<file path="src/rtl/mouse_if.sv">
// Mouse bundle between the quadrature/button tracker (master) and its consumer (slave).
// Raw device lines enter the master; position, button and status strobes leave it.
interface mouse_if #(
  parameter int WIDTH = 16
);
  logic             quad_a;
  logic             quad_b;
  logic             button_;
  logic [WIDTH-1:0] mouse_x;
  logic             mouse_pressed_;
  logic             mouse_step;
  logic             quad_error;

  modport master (
    input  quad_a, quad_b, button_,
    output mouse_x, mouse_pressed_, mouse_step, quad_error
  );

  modport slave (
    output quad_a, quad_b, button_,
    input  mouse_x, mouse_pressed_, mouse_step, quad_error
  );
endinterface

</file>
<file path="src/rtl/mouse_tracker.sv">
// Synchronises raw quadrature/button lines, decodes X motion into a saturating
// position with step/error strobes, and debounces the active-low button.
//
// state   | meaning
// --------+----------------------------------------------------------------
// ST_WARM | first 3 edges after reset: track prev only, no count, no flag
// ST_RUN  | decode quadrature transitions into +1 / -1 / illegal
module mouse_tracker #(
  parameter int WIDTH           = 16,
  parameter int X_MAX           = 639,
  parameter int DEBOUNCE_CYCLES = 4
) (
  input  logic     clock,
  input  logic     reset_,
  mouse_if.master  mif
);

  localparam int               CW      = $clog2(DEBOUNCE_CYCLES) + 1;
  localparam logic [WIDTH-1:0] X_MAX_W = WIDTH'(X_MAX);
  localparam logic [CW-1:0]    DB_LAST = CW'(DEBOUNCE_CYCLES - 1);

  typedef enum logic {ST_WARM, ST_RUN} state_e;

  state_e           state_q, state_d;
  logic [1:0]       warm_cnt_q, warm_cnt_d;
  logic [1:0]       a_sync_q, a_sync_d;
  logic [1:0]       b_sync_q, b_sync_d;
  logic [1:0]       btn_sync_q, btn_sync_d;
  logic [1:0]       prev_q, prev_d;
  logic [WIDTH-1:0] x_q, x_d;
  logic             step_q, step_d;
  logic             err_q, err_d;
  logic             pressed_q, pressed_d;
  logic [CW-1:0]    db_cnt_q, db_cnt_d;

  logic [1:0]       cur;
  logic [1:0]       delta;

  // Gray position along the forward cycle 00 -> 01 -> 11 -> 10.
  function automatic logic [1:0] gray_idx(input logic [1:0] g);
    case (g)
      2'b00:   gray_idx = 2'd0;
      2'b01:   gray_idx = 2'd1;
      2'b11:   gray_idx = 2'd2;
      default: gray_idx = 2'd3;
    endcase
  endfunction

  assign cur   = {a_sync_q[1], b_sync_q[1]};
  assign delta = gray_idx(cur) - gray_idx(prev_q);

  always_comb begin
    a_sync_d   = {a_sync_q[0], mif.quad_a};
    b_sync_d   = {b_sync_q[0], mif.quad_b};
    btn_sync_d = {btn_sync_q[0], mif.button_};
  end

  always_comb begin
    state_d    = state_q;
    warm_cnt_d = warm_cnt_q;
    prev_d     = cur;
    x_d        = x_q;
    step_d     = 1'b0;
    err_d      = 1'b0;
    case (state_q)
      ST_WARM: begin
        warm_cnt_d = warm_cnt_q + 2'd1;
        if (warm_cnt_q == 2'd2) state_d = ST_RUN;
      end
      ST_RUN: begin
        case (delta)
          2'd1: if (x_q != X_MAX_W) begin
            x_d    = x_q + 1'b1;
            step_d = 1'b1;
          end
          2'd3: if (x_q != '0) begin
            x_d    = x_q - 1'b1;
            step_d = 1'b1;
          end
          2'd2:    err_d = 1'b1;
          default: ;
        endcase
      end
      default: state_d = ST_WARM;
    endcase
  end

  // Counter tracks how long sync2 has disagreed with the accepted level.
  always_comb begin
    pressed_d = pressed_q;
    db_cnt_d  = '0;
    if (btn_sync_q[1] != pressed_q) begin
      if (db_cnt_q == DB_LAST) begin
        pressed_d = ~pressed_q;
        db_cnt_d  = '0;
      end else begin
        db_cnt_d = db_cnt_q + 1'b1;
      end
    end
  end

  always_ff @(posedge clock or negedge reset_) begin
    if (!reset_) begin
      state_q    <= ST_WARM;
      warm_cnt_q <= 2'd0;
      a_sync_q   <= 2'b00;
      b_sync_q   <= 2'b00;
      btn_sync_q <= 2'b11;
      prev_q     <= 2'b00;
      x_q        <= '0;
      step_q     <= 1'b0;
      err_q      <= 1'b0;
      pressed_q  <= 1'b1;
      db_cnt_q   <= '0;
    end else begin
      state_q    <= state_d;
      warm_cnt_q <= warm_cnt_d;
      a_sync_q   <= a_sync_d;
      b_sync_q   <= b_sync_d;
      btn_sync_q <= btn_sync_d;
      prev_q     <= prev_d;
      x_q        <= x_d;
      step_q     <= step_d;
      err_q      <= err_d;
      pressed_q  <= pressed_d;
      db_cnt_q   <= db_cnt_d;
    end
  end

  assign mif.mouse_x        = x_q;
  assign mif.mouse_pressed_ = pressed_q;
  assign mif.mouse_step     = step_q;
  assign mif.quad_error     = err_q;

endmodule

</file>
<file path="src/flat_wrapper.sv">
// flat-port wrapper written by rule: the top's interface ports become plain ports
module mouse_tracker_flat 
#(
  parameter int WIDTH           = 16,
  parameter int X_MAX           = 639,
  parameter int DEBOUNCE_CYCLES = 4
)
  (clock, reset_, mif_quad_a, mif_quad_b, mif_button_, mif_mouse_x, mif_mouse_pressed_, mif_mouse_step, mif_quad_error);
  mouse_if #(.WIDTH(WIDTH)) mif_i ();
  input  logic clock;
  input  logic reset_;
  input wire logic [$bits(mif_i.quad_a)-1:0] mif_quad_a;
  input wire logic [$bits(mif_i.quad_b)-1:0] mif_quad_b;
  input wire logic [$bits(mif_i.button_)-1:0] mif_button_;
  output wire logic [$bits(mif_i.mouse_x)-1:0] mif_mouse_x;
  output wire logic [$bits(mif_i.mouse_pressed_)-1:0] mif_mouse_pressed_;
  output wire logic [$bits(mif_i.mouse_step)-1:0] mif_mouse_step;
  output wire logic [$bits(mif_i.quad_error)-1:0] mif_quad_error;
  assign mif_i.quad_a = mif_quad_a;
  assign mif_i.quad_b = mif_quad_b;
  assign mif_i.button_ = mif_button_;
  assign mif_mouse_x = mif_i.mouse_x;
  assign mif_mouse_pressed_ = mif_i.mouse_pressed_;
  assign mif_mouse_step = mif_i.mouse_step;
  assign mif_quad_error = mif_i.quad_error;
  mouse_tracker #(.WIDTH(WIDTH), .X_MAX(X_MAX), .DEBOUNCE_CYCLES(DEBOUNCE_CYCLES)) u_core (.clock(clock), .reset_(reset_), .mif(mif_i));
endmodule
</file>
<file path="config.mk">
export PLATFORM = sky130hd
export DESIGN_NAME = mouse_tracker_flat
export DESIGN_NICKNAME = d
export VERILOG_FILES = /design/src/rtl/mouse_if.sv /design/src/rtl/mouse_tracker.sv /design/src/flat_wrapper.sv
export SDC_FILE = /design/constraint.sdc
export NUM_CORES = 1
export LEC_CHECK = 0
export CORE_UTILIZATION = 40
export CTS_BUF_LIST = sky130_fd_sc_hd__clkbuf_4
export DETAILED_ROUTE_END_ITERATION = 12
export MAX_ROUTING_LAYER = met4
export PLACE_DENSITY = 0.64
export SETUP_SLACK_MARGIN = 0.5
export SLEW_MARGIN = 20
export SYNTH_ARGS = -nofsm -noshare
export SYNTH_HDL_FRONTEND = slang
export SYNTH_SLANG_ARGS = --single-unit
</file>
<file path="constraint.sdc">
create_clock -name clock -period 7.9 [get_ports clock]
set_input_delay 0.79 -clock clock [delete_from_list [all_inputs] [get_ports clock]]
set_output_delay 0.79 -clock clock [all_outputs]
set_load 0.01 [all_outputs]
</file>
# Yosys cells after proc, flatten, opt, wreduce, memory -nomap -nowiden
# Cells that the tools add are included.
[word_totals]
reg_bits = 33
output_inout_bits = 19
[op_classes]
addsub = 5
eq_ne = 13
muxes = 15
bitwise_logic = 1
reduce_logical = 6
[ops]
columns = ["op", "count"]
rows = [
  ["2-to-1 mux 16 bit", 2],
  ["case mux 16 bit (2 select lines)", 1],
  ["adder 16 x 1 -> 16 bit, second input constant", 1],
  ["inequality test 16 x 10 -> 1 bit, second input constant", 1],
  ["nonzero test 16 bit", 1],
  ["subtractor 16 x 1 -> 16 bit, second input constant", 1],
  ["case mux 2 bit (3 select lines)", 2],
  ["equality test 2 bit, second input constant", 5],
  ["2-to-1 mux 1 bit", 7],
  ["equality test 2 x 1 -> 1 bit, second input constant", 3],
  ["2-to-1 mux 3 bit", 2],
  ["logical NOT 2 bit", 2],
  ["inequality test 2 x 1 -> 1 bit, second input constant", 2],
  ["AND reduction 4 bit", 1],
  ["adder 3 x 1 -> 3 bit, second input constant", 1],
  ["equality test 3 x 2 -> 1 bit, second input constant", 1],
  ["adder 2 x 1 -> 2 bit, second input constant", 1],
  ["case mux 1 bit (2 select lines)", 1],
  ["AND reduction 2 bit", 1],
  ["nonzero test 2 bit", 1],
  ["subtractor 2 bit", 1],
  ["inequality test 1 bit", 1],
  ["NOT 1 bit", 1],
]

# Depth between registers and ports, before layout
[depth]
ltp_word = 6
mapped_depth = 17
depth_no_buf = 15

# Least setup slack after synthesis
# No wires, ideal clock.
[synth_timing]
kind = "reg2reg"
start = "reg u_core.b_sync_q[1]"
end = "reg u_core.x_q[10], in the netlist u_core.mif.mouse_x[10]"
t_arrival_ns = 3.492
t_required_ns = 7.772
slack_ns = 4.280
stages_incl_launch_ff = 17
path_buffers = 2
synth_period_minus_slack_ns = 3.620
path_cell_list = "dfrtp_1 inv_1 ha_1 ha_1 xnor3_2 or2_1 buf_2 buf_6 xnor2_1 ha_1 or4_2 nor2_1 nor3_1 o22ai_1 and4b_1 o21ai_0 xnor2_1"
[synth_between]
elab_chain_len = 6
elab_cells_between_ends = 12
[synth_rtl]
columns = ["element", "line_no", "source"]
rows = [
  ["start, declared", "mouse_tracker.sv:27", "logic [1:0] b_sync_q, b_sync_d;"],
  ["start signal, assigned", "mouse_tracker.sv:119", "b_sync_q <= b_sync_d;"],
  ["equality test 2 bit, or another cell as far along", "mouse_tracker.sv:41", "case (g)"],
  ["case mux 2 bit (3 select lines) (*)", "mouse_tracker.sv:41", ""],
  ["subtractor 2 bit (*)", "mouse_tracker.sv:50", "assign delta = gray_idx(cur) - gray_idx(prev_q);"],
  ["equality test 2 bit or equality test 2 x 1 -> 1 bit (tied branches)", "mouse_tracker.sv:71", "case (delta)"],
  ["inequality test 2 x 1 -> 1 bit (no source line) or nonzero test 2 bit (tied branches)", "--", ""],
  ["AND reduction 4 bit (no source line)", "--", ""],
  ["end signal, assigned", "mouse_tracker.sv:110", "x_q <= '0;"],
  ["end signal, assigned", "mouse_tracker.sv:122", "x_q <= x_d;"],
  ["end, declared", "mouse_tracker.sv:30", "logic [WIDTH-1:0] x_q, x_d;"],
]
# Every way passes the cells marked *; elsewhere a longest branch is shown, timed or not.
# A chain may end at the register's enable or synchronous reset.

# Worst setup path in the final report
# Ends and elaborated chain as after synthesis.

==> summary.txt <==
Status: completed
Crit path arrival time: 4.18 ns
Crit path time final: 3.97 ns
P_leak: 0.887 nW
Largest net degree at the start of global routing: 34
Total Nets Final: 217
Mapped Cells: 185
Largest family of logic cells by synthesized area: simple AND/OR/NAND/NOR gates
Syn avg cell area: 10.3 µm²
Slew @ Worst Pin: 0.669 ns
Mux cell area share after synthesis: 3.29%
Simple-gate portion of the synthesized area: 24.2%
Critical path fanouts, max: 18
Crit. End Element: flop
Critical Path RT: 8.11 ns
Max Cap Viol: 0
Register area share after synthesis: 43.7%
Die height: 70.9 µm
Ys async rst share: 100%
CTS buffer count: 5
HP Class: reg2reg
Slew HR: 55.4%
WHS Endpoint: u_core.b_sync_q[1]
CTS tree: yes
Clock sink count: 33
Hold path start: u_core.b_sync_q[0]
Post-cts sizing count: 0
Share of cells above drive strength 1: 12.7%
Max Fclk: 252 MHz
Util after Layout: 47.9%
Ant diodes: 0
First-pass DRT Iterations: 6
Setup bufs post-CTS: 0
Placed cells: 249
Synth Area in Compound Gates: 5.73%
Slew Limit Fails: 0
Die Area: 5030 µm²
Fin Setup TNS: 0 ns
Final instance area: 2130 µm²
Ys flop type: dfrtp_1
R2r startpoint: u_core.b_sync_q[1]
Yosys warning count: 0
Fillers: 427
Worst skew pair latency: 0.33 ns
Vias in the first global route: 1398
Final setup vio count: 0
Clk slew on worst S/H paths: 0.10 ns
Vias: 1404
Clock Path Buffers: 2
Synth Area in Adders: 5.27%
Initial Util: 42.7%
Worst setup SP type: flop
Wire per inst: 13.8 µm
Area after DPL: 2080 µm²
Final setup margin: 3.93 ns
First-pass GRT wire length: 6370 µm
Initial antenna violation count: 0
Drt first-iter violations: 59
Area growth, synth to finish: 12.2%
Detailed Place HPWL: 2530 µm
Place WS: 3.97 ns
Syn nets: 198
Routed Antenna Nets: 0
Row cnt: 24
Post-Syn Area: 1900 µm²
Placer congestion estimate: 0.901
RSZ-0062 raised after global routing: no
Number of synthesized flops with an enable pin: 0
IO Pins: 24
Final Cycle Share: 50.2%
GRT Overall Usage: 16.7%
Worst R2R Setup Slack: 3.93 ns
Distinct cells, synth: 50
FF+latch count, synth: 33
Layout Cells excl Fill: 257
Port-buffer cells: 23
Fin. Hold Viols: 0
Die Width: 70.9 µm
Reg2reg path depth: 14
CORE AREA: 4440 µm²
Routed vias/inst: 5.46
Post-CTS Hold Fix Bufs: 0
DRC: 0
Final hold slack: 0.360 ns
Depth of the CTS H-tree: 2
Grt total ovfl: 0
Total power: 0.716 mW
Xor/xnor share of the synthesized area: 9.55%
Final Skew: 0.00612 ns
Worst setup path class: reg2reg
Peak VDD IR: 0.163 mV
Root Buffer: clkbuf_4
Number of instances on the worst hold path: 0
Final WL: 3550 µm
FF-to-FF End: u_core.mif.mouse_x[10]
PwrDens: 336 nW/µm²
how the worst max path moves through the flow:
| stage | startpoint | to | slack (ns) | depth (start not counted) |
|---|---|---|---|---|
| final | u_core.b_sync_q[1] | u_core.mif.mouse_x[10] | 3.93 | 14 |
| after global routing | u_core.b_sync_q[1] | u_core.mif.mouse_x[10] | 3.69 | 14 |
| after CTS | u_core.b_sync_q[1] | u_core.mif.mouse_x[10] | 3.94 | 14 |
| after detailed placement | u_core.b_sync_q[1] | u_core.mif.mouse_x[10] | 3.97 | 14 |
| after global placement | u_core.b_sync_q[1] | u_core.mif.mouse_x[10] | 4.05 | 14 |
| after floorplan | u_core.b_sync_q[1] | u_core.mif.mouse_x[10] | 4.28 | 16 |
cells in the mapped netlist (all sizes together), types with 4 or more instances:
master	number	area share (%)
nand2	17	3.4
mux2i	4	2.1
nor3	8	2.1
and3	4	1.4
nor4	5	1.6
nand3	5	1.3
inv	8	1.6
nand4	6	2.0
o22ai	4	1.3
dfrtp	30	40
buf	8	4.4
ha	8	5.3
xnor2	15	6.9
or4	5	2.4
nor2	12	2.4
or2	4	1.3
o21ai	6	1.6
power breakdown:
group / switching [mW] / internal (mW)
Sequential: 0.0941 / 0.222
Clock: 0.0574 / 0.0335
Combinational: 0.139 / 0.170
placed cells by master, fill, tap and decap left out, types with 2 or more instances in the layout:
| cell | instances |
|---|---|
| dfstp_2 | 3 |
| clkdlybuf4s50_1 | 23 |
| mux2_2 | 2 |
| nor4b_1 | 2 |
| xnor2_1 | 15 |
| or4_1 | 2 |
| nor4_1 | 5 |
| o21ai_0 | 5 |
| nor3_1 | 8 |
| nor2_1 | 12 |
| mux2i_1 | 4 |
| or3_2 | 2 |
| or4_4 | 2 |
| clkbuf_4 | 5 |
| dfrtp_1 | 30 |
| a21oi_1 | 2 |
| nand3_1 | 5 |
| xor2_1 | 3 |
| a31oi_1 | 2 |
| nor2b_1 | 2 |
| inv_1 | 8 |
| clkinv_2 | 2 |
| nand4_1 | 6 |
| or2_2 | 3 |
| ha_1 | 8 |
| nand2_1 | 17 |
| and3_1 | 3 |
| o22ai_1 | 4 |
layer usage:
layer  GRT usage [%]  vias up  share of wire [%]
met3            4.99        2                5.0
met4            5.11        0               0.65
met5               -        -                  0
met2            25.4       36                 46
met1            21.5      681                 48
li1                -      685                  -
final cells by class:
class / instances / area, µm² / area share, %
clock inverter: 3 / 17.5 / 0.822
tap: 52 / 65.1 / 3.05
sequential: 33 / 830 / 38.9
timing repair buffer: 24 / 238 / 11.2
multi-input combinational: 132 / 913 / 42.9
inverter: 8 / 30.0 / 1.41
clock buffer: 5 / 37.5 / 1.76
state kept, by name (all words and copies together) (netlist names):
register and count:
u_core.mif.mouse_pressed_ 1, u_core.state_q 1, u_core.warm_cnt_q 2, u_core.mif.mouse_step 1, u_core.btn_sync_q 2, u_core.db_cnt_q 3, u_core.prev_q 2, u_core.mif.quad_error 1
u_core.b_sync_q 2, u_core.mif.mouse_x 16, u_core.a_sync_q 2
critical path, cell delays in order, from the launching register on:
cell     delay [ns]
dfrtp_1        0.39
inv_1          0.06
ha_1           0.29
ha_1           0.19
xnor3_2        0.48
or2_1          0.45
xnor2_1        0.21
ha_1           0.25
or4_2          0.60
nor2_1         0.11
nor3_1         0.05
o22ai_1        0.27
and4b_1        0.23
o21ai_0        0.09
xnor2_1        0.18
logic make-up after synthesis:
family,after synthesis
AOI/OAI and AO/OA,18
xor gates and xnor gates,19
adders and majority gates,8
buffers and inverters,20
DFF,33
muxes,6
and+or+nand+nor,81
Power figures use the tool's default switching activity.
==> RTL edit 1, RTL diff (same flow settings) <==
`x_q` no longer has a reset.
--- a/src/rtl/mouse_tracker.sv
+++ b/src/rtl/mouse_tracker.sv
@@ -109,3 +109,2 @@
       prev_q     <= 2'b00;
-      x_q        <= '0;
       step_q     <= 1'b0;
@@ -121,3 +120,2 @@
       prev_q     <= prev_d;
-      x_q        <= x_d;
       step_q     <= step_d;
@@ -127,2 +125,6 @@
     end
+  end
+
+  always_ff @(posedge clock) begin
+    x_q <= x_d;
   end
Formal check against the unedited RTL: differs if reset_ is asserted again (counterexample within 10 cycles, from zero or initial values and one cycle with reset_ low); with reset_ held inactive, the same outputs for 10 cycles.
==> RTL edit 1 against the original RTL <==
- cell area shrank 5.0%
- critical path depth shrank 2
- power shrank 19%
- highest routed layer unchanged
- core utilization grew 1.9 points
- sequential cell count is the same
- critical endpoint is now u_core.mif.mouse_x[14]
- synthesized area shrank 10%
- worst setup slack gained 0.067 ns
- sequential share of layout area grew 6.0 points
- wire length shrank 5.5%
==> RTL edit 1: results (changes against the original RTL) <==
| Metric | Value |
|---|---|
| Run status | `finished, final reports clean (unchanged)` |
| Gate power share | `0.335 (was 0.432)` |
| Compound-Gate Fraction of Synth Area | `0.07777 (was 0.05731)` |
| Multi-input gate area | `738.2 sq um (was 913.4 sq um)` |
| Routed wl met2 | `1570 microns (was 1641 microns)` |
| M1 WL | `1611 microns (was 1708 microns)` |
| Post-synth top cells | `edfxtp_1 (16), dfrtp_1 (14), xnor2_1 (10) (was dfrtp_1 (30), nand2_1 (17), xnor2_1 (15))` |
| GR Util met2 | `0.2638 (was 0.2543)` |
| Seq/total area | `0.4493 (was 0.3893)` |
| Share of cells above drive strength 1 | `0.1000 (was 0.1268)` |
| Nets | `182 (was 217)` |
| Fillers | `361 (was 427)` |
| Static Leak | `0.8212 nW (was 0.8872 nW)` |
| Drt via density | `5.414 (was 5.463)` |
| Tot GR Track Use | `0.1802 (was 0.1672)` |
| Final GP Congestion | `0.8585 (was 0.9013)` |
| P_int | `372.2 uW (was 425.9 uW)` |
| First-pass GRT wire length | `5616 microns (was 6368 microns)` |
| Syn Nets | `158 (was 198)` |
| Vias in the first global route | `1,160 (was 1,398)` |
| Post-synth EDFFs | `16 (was 0)` |
| Met3 Wirelength | `113 microns (was 178 microns)` |
| Multi-In Gates | `99 (was 132)` |
| Slowest CP cell | `xnor3_1 (was or4_2)` |
| Register area share after synthesis | `0.5334 (was 0.4368)` |
| Logic inverters | `6 (was 8)` |
| Max VDD drop | `0.0001565 V (was 0.0001634 V)` |
| First DRT Iteration DRCs | `26 (was 59)` |
| Largest net degree at the start of global routing | `18 (was 34)` |
| M1 GR Usage | `0.2314 (was 0.2155)` |
| Root Driver | `clkbuf_4 (unchanged)` |
| First-pass DRT Iterations | `4 (was 6)` |
| Main area contributors after synthesis | `edfxtp_1 (28%), dfrtp_1 (21%), ha_1 (5.9%) (was dfrtp_1 (40%), xnor2_1 (6.9%), ha_1 (5.3%))` |
| Post-DP HPWL | `2440 microns (was 2531 microns)` |
| Reg2reg setup slack | `4.00 ns (was 3.93 ns)` |
| Flop pwr share | `0.502 (was 0.441)` |
| Hold Startpoint | `u_core.btn_sync_q[0] (was u_core.b_sync_q[0])` |
| Synth Area in Adders | `0.05869 (was 0.05270)` |
| Post-synthesis mux area share | `0.03008 (was 0.03294)` |
| Xor and xnor area share after synthesis | `0.1005 (was 0.09552)` |
| Grt met3 use | `0.05574 (was 0.04986)` |
| Crit-path max FO | `15 (was 18)` |
| Worst slew margin | `0.5152 (was 0.5541)` |
[RTL edit 1: critical path: cells and delay by family, from the launching register on]
| family | cells | cell delay (ns) |
|---|---|---|
| xor gates and xnor gates | 3 | 0.94 |
| and+or+nand+nor | 4 | 1.44 |
| adders and majority gates | 3 | 0.75 |
| buffers and inverters | 1 | 0.05 |
| DFF | 1 | 0.39 |
| AOI/OAI and AO/OA | 1 | 0.09 |
[RTL edit 1: through the flow]
stage / instances / utilization / worst slack (ns) / total power [mW] / hold WS (ns)
floorplan: 145 / - / 4.384 / 0.3980 / 0.3312
global placement: 212 / 0.4857 / 4.234 / 0.4808 / 0.3464
detailed placement: 212 / 0.4857 / 4.080 / 0.4871 / 0.3426
CTS: 220 / 0.4989 / 4.058 / 0.5828 / 0.3649
global route: 220 / 0.4989 / 3.680 / 0.6203 / 0.3719
finish: 220 / 0.4989 / 3.999 / 0.5780 / 0.3634
==> RTL edit 2, RTL diff (same flow settings) <==
Made on the original files. `DEBOUNCE_CYCLES` is set to 4 in 2 places; all go to 8.
--- a/src/rtl/mouse_tracker.sv
+++ b/src/rtl/mouse_tracker.sv
@@ -10,3 +10,3 @@
   parameter int X_MAX           = 639,
-  parameter int DEBOUNCE_CYCLES = 4
+  parameter int DEBOUNCE_CYCLES = 8
 ) (
--- a/src/flat_wrapper.sv
+++ b/src/flat_wrapper.sv
@@ -5,3 +5,3 @@
   parameter int X_MAX           = 639,
-  parameter int DEBOUNCE_CYCLES = 4
+  parameter int DEBOUNCE_CYCLES = 8
 )
Check against the original RTL: not equivalent (a bounded check fails within 10 cycles, from zero or initial values and one cycle with reset_ low).
==> RTL edit 2 against the original RTL <==
- worst setup slack improved by 0.23 ns
- cell count increased by 1.9%
- cell area increased by 2.5%
- wire length increased by 6.4%
- sequential cell count increased by 1
- power increased by 1.6%
- combinational power decreased by 4%
- synthesized area decreased by 0.79%
- critical path type unchanged
- critical endpoint is now u_core.mif.mouse_x[14]
==> RTL edit 2: results (changes against the original RTL) <==
| Metric | Value |
|---|---|
| Run status | `finished, final reports clean (unchanged)` |
| Largest stage delay, worst path | `0.52 ns (was 0.60 ns)` |
| Multi-input gate area | `949.7 sq um (was 913.4 sq um)` |
| Post-route non-filler standard cell count | `262 (was 257)` |
| Netlist cell types | `44 (was 50)` |
| Nets | `222 (was 217)` |
| DRT Wirelength | `3777 microns (was 3551 microns)` |
| Slowest CP cell | `xnor3_1 (was or4_2)` |
| Mapped Cells | `189 (was 185)` |
| Mapped Avg Cell Area | `9.970 sq um (was 10.27 sq um)` |
| Post-synth top cells | `dfrtp_1 (31), nand2_1 (17), nor2_1 (17) (was dfrtp_1 (30), nand2_1 (17), xnor2_1 (15))` |
| Largest net degree at the start of global routing | `35 (was 34)` |
| First-pass DRT Iterations | `4 (was 6)` |
| Clock skew | `0.001747 ns (was 0.006117 ns)` |
| Final GP Congestion | `0.8944 (was 0.9013)` |
| Placed Area | `0.002130 sq mm (was 0.002076 sq mm)` |
| DP Cell Count | `254 (was 249)` |
| Vias in the first global route | `1,364 (was 1,398)` |
| Sink Count | `34 (was 33)` |
| Syn Nets | `202 (was 198)` |
| First DRT Iteration DRCs | `102 (was 59)` |
| Grt met3 use | `0.04131 (was 0.04986)` |
| Share of cells above drive strength 1 | `0.1143 (was 0.1268)` |
| Main area contributors after synthesis | `dfrtp_1 (41%), xnor2_1 (7.0%), ha_1 (5.3%) (was dfrtp_1 (40%), xnor2_1 (6.9%), ha_1 (5.3%))` |
| Actual slew at the worst max-slew pin | `0.5982 ns (was 0.6688 ns)` |
| Clock-cell share of area | `0.02464 (was 0.02584)` |
| Gate power share | `0.406 (was 0.432)` |
| Worst Setup Slack post-DPL | `4.195 ns (was 3.967 ns)` |
| Total Power | `727.6 uW (was 716.4 uW)` |
| Drt via density | `5.542 (was 5.463)` |
| GR Util met2 | `0.2384 (was 0.2543)` |
| Static Leak | `0.8952 nW (was 0.8872 nW)` |
| M1 WL | `1870 microns (was 1708 microns)` |
| Register area share after synthesis | `0.4535 (was 0.4368)` |
| Signal buf overhead | `0.1089 (was 0.1116)` |
| Post-DP HPWL | `2687 microns (was 2531 microns)` |
| Seq/total area | `0.3914 (was 0.3893)` |
==> RTL edit 2: path summary, 6_finish.rpt <==
kind                       slack (ns)                   endpoint                from  cells after the start
setup / recovery                 4.17     u_core.mif.mouse_x[14]  u_core.b_sync_q[1]                     13
hold / removal                   0.36         u_core.b_sync_q[1]  u_core.b_sync_q[0]                      0
hold reg to reg                  0.36         u_core.b_sync_q[1]  u_core.b_sync_q[0]                      0
max in group asynchronous        6.72  u_core.mif.mouse_pressed_              reset_                      2
min in group asynchronous        0.85      u_core.mif.mouse_x[6]              reset_                      2
setup reg to reg                 4.17     u_core.mif.mouse_x[14]  u_core.b_sync_q[1]                     13
==> RTL edit 2: kinds of logic after synthesis <==
group,count (synthesis),share of synthesized area
compound gates,23,0.09297
xor+xnor,20,0.1003
fa+ha+maj,8,0.05312
buf+inv,17,0.04250
flops,34,0.4535
mux,3,0.01925
simple gates,84,0.2384
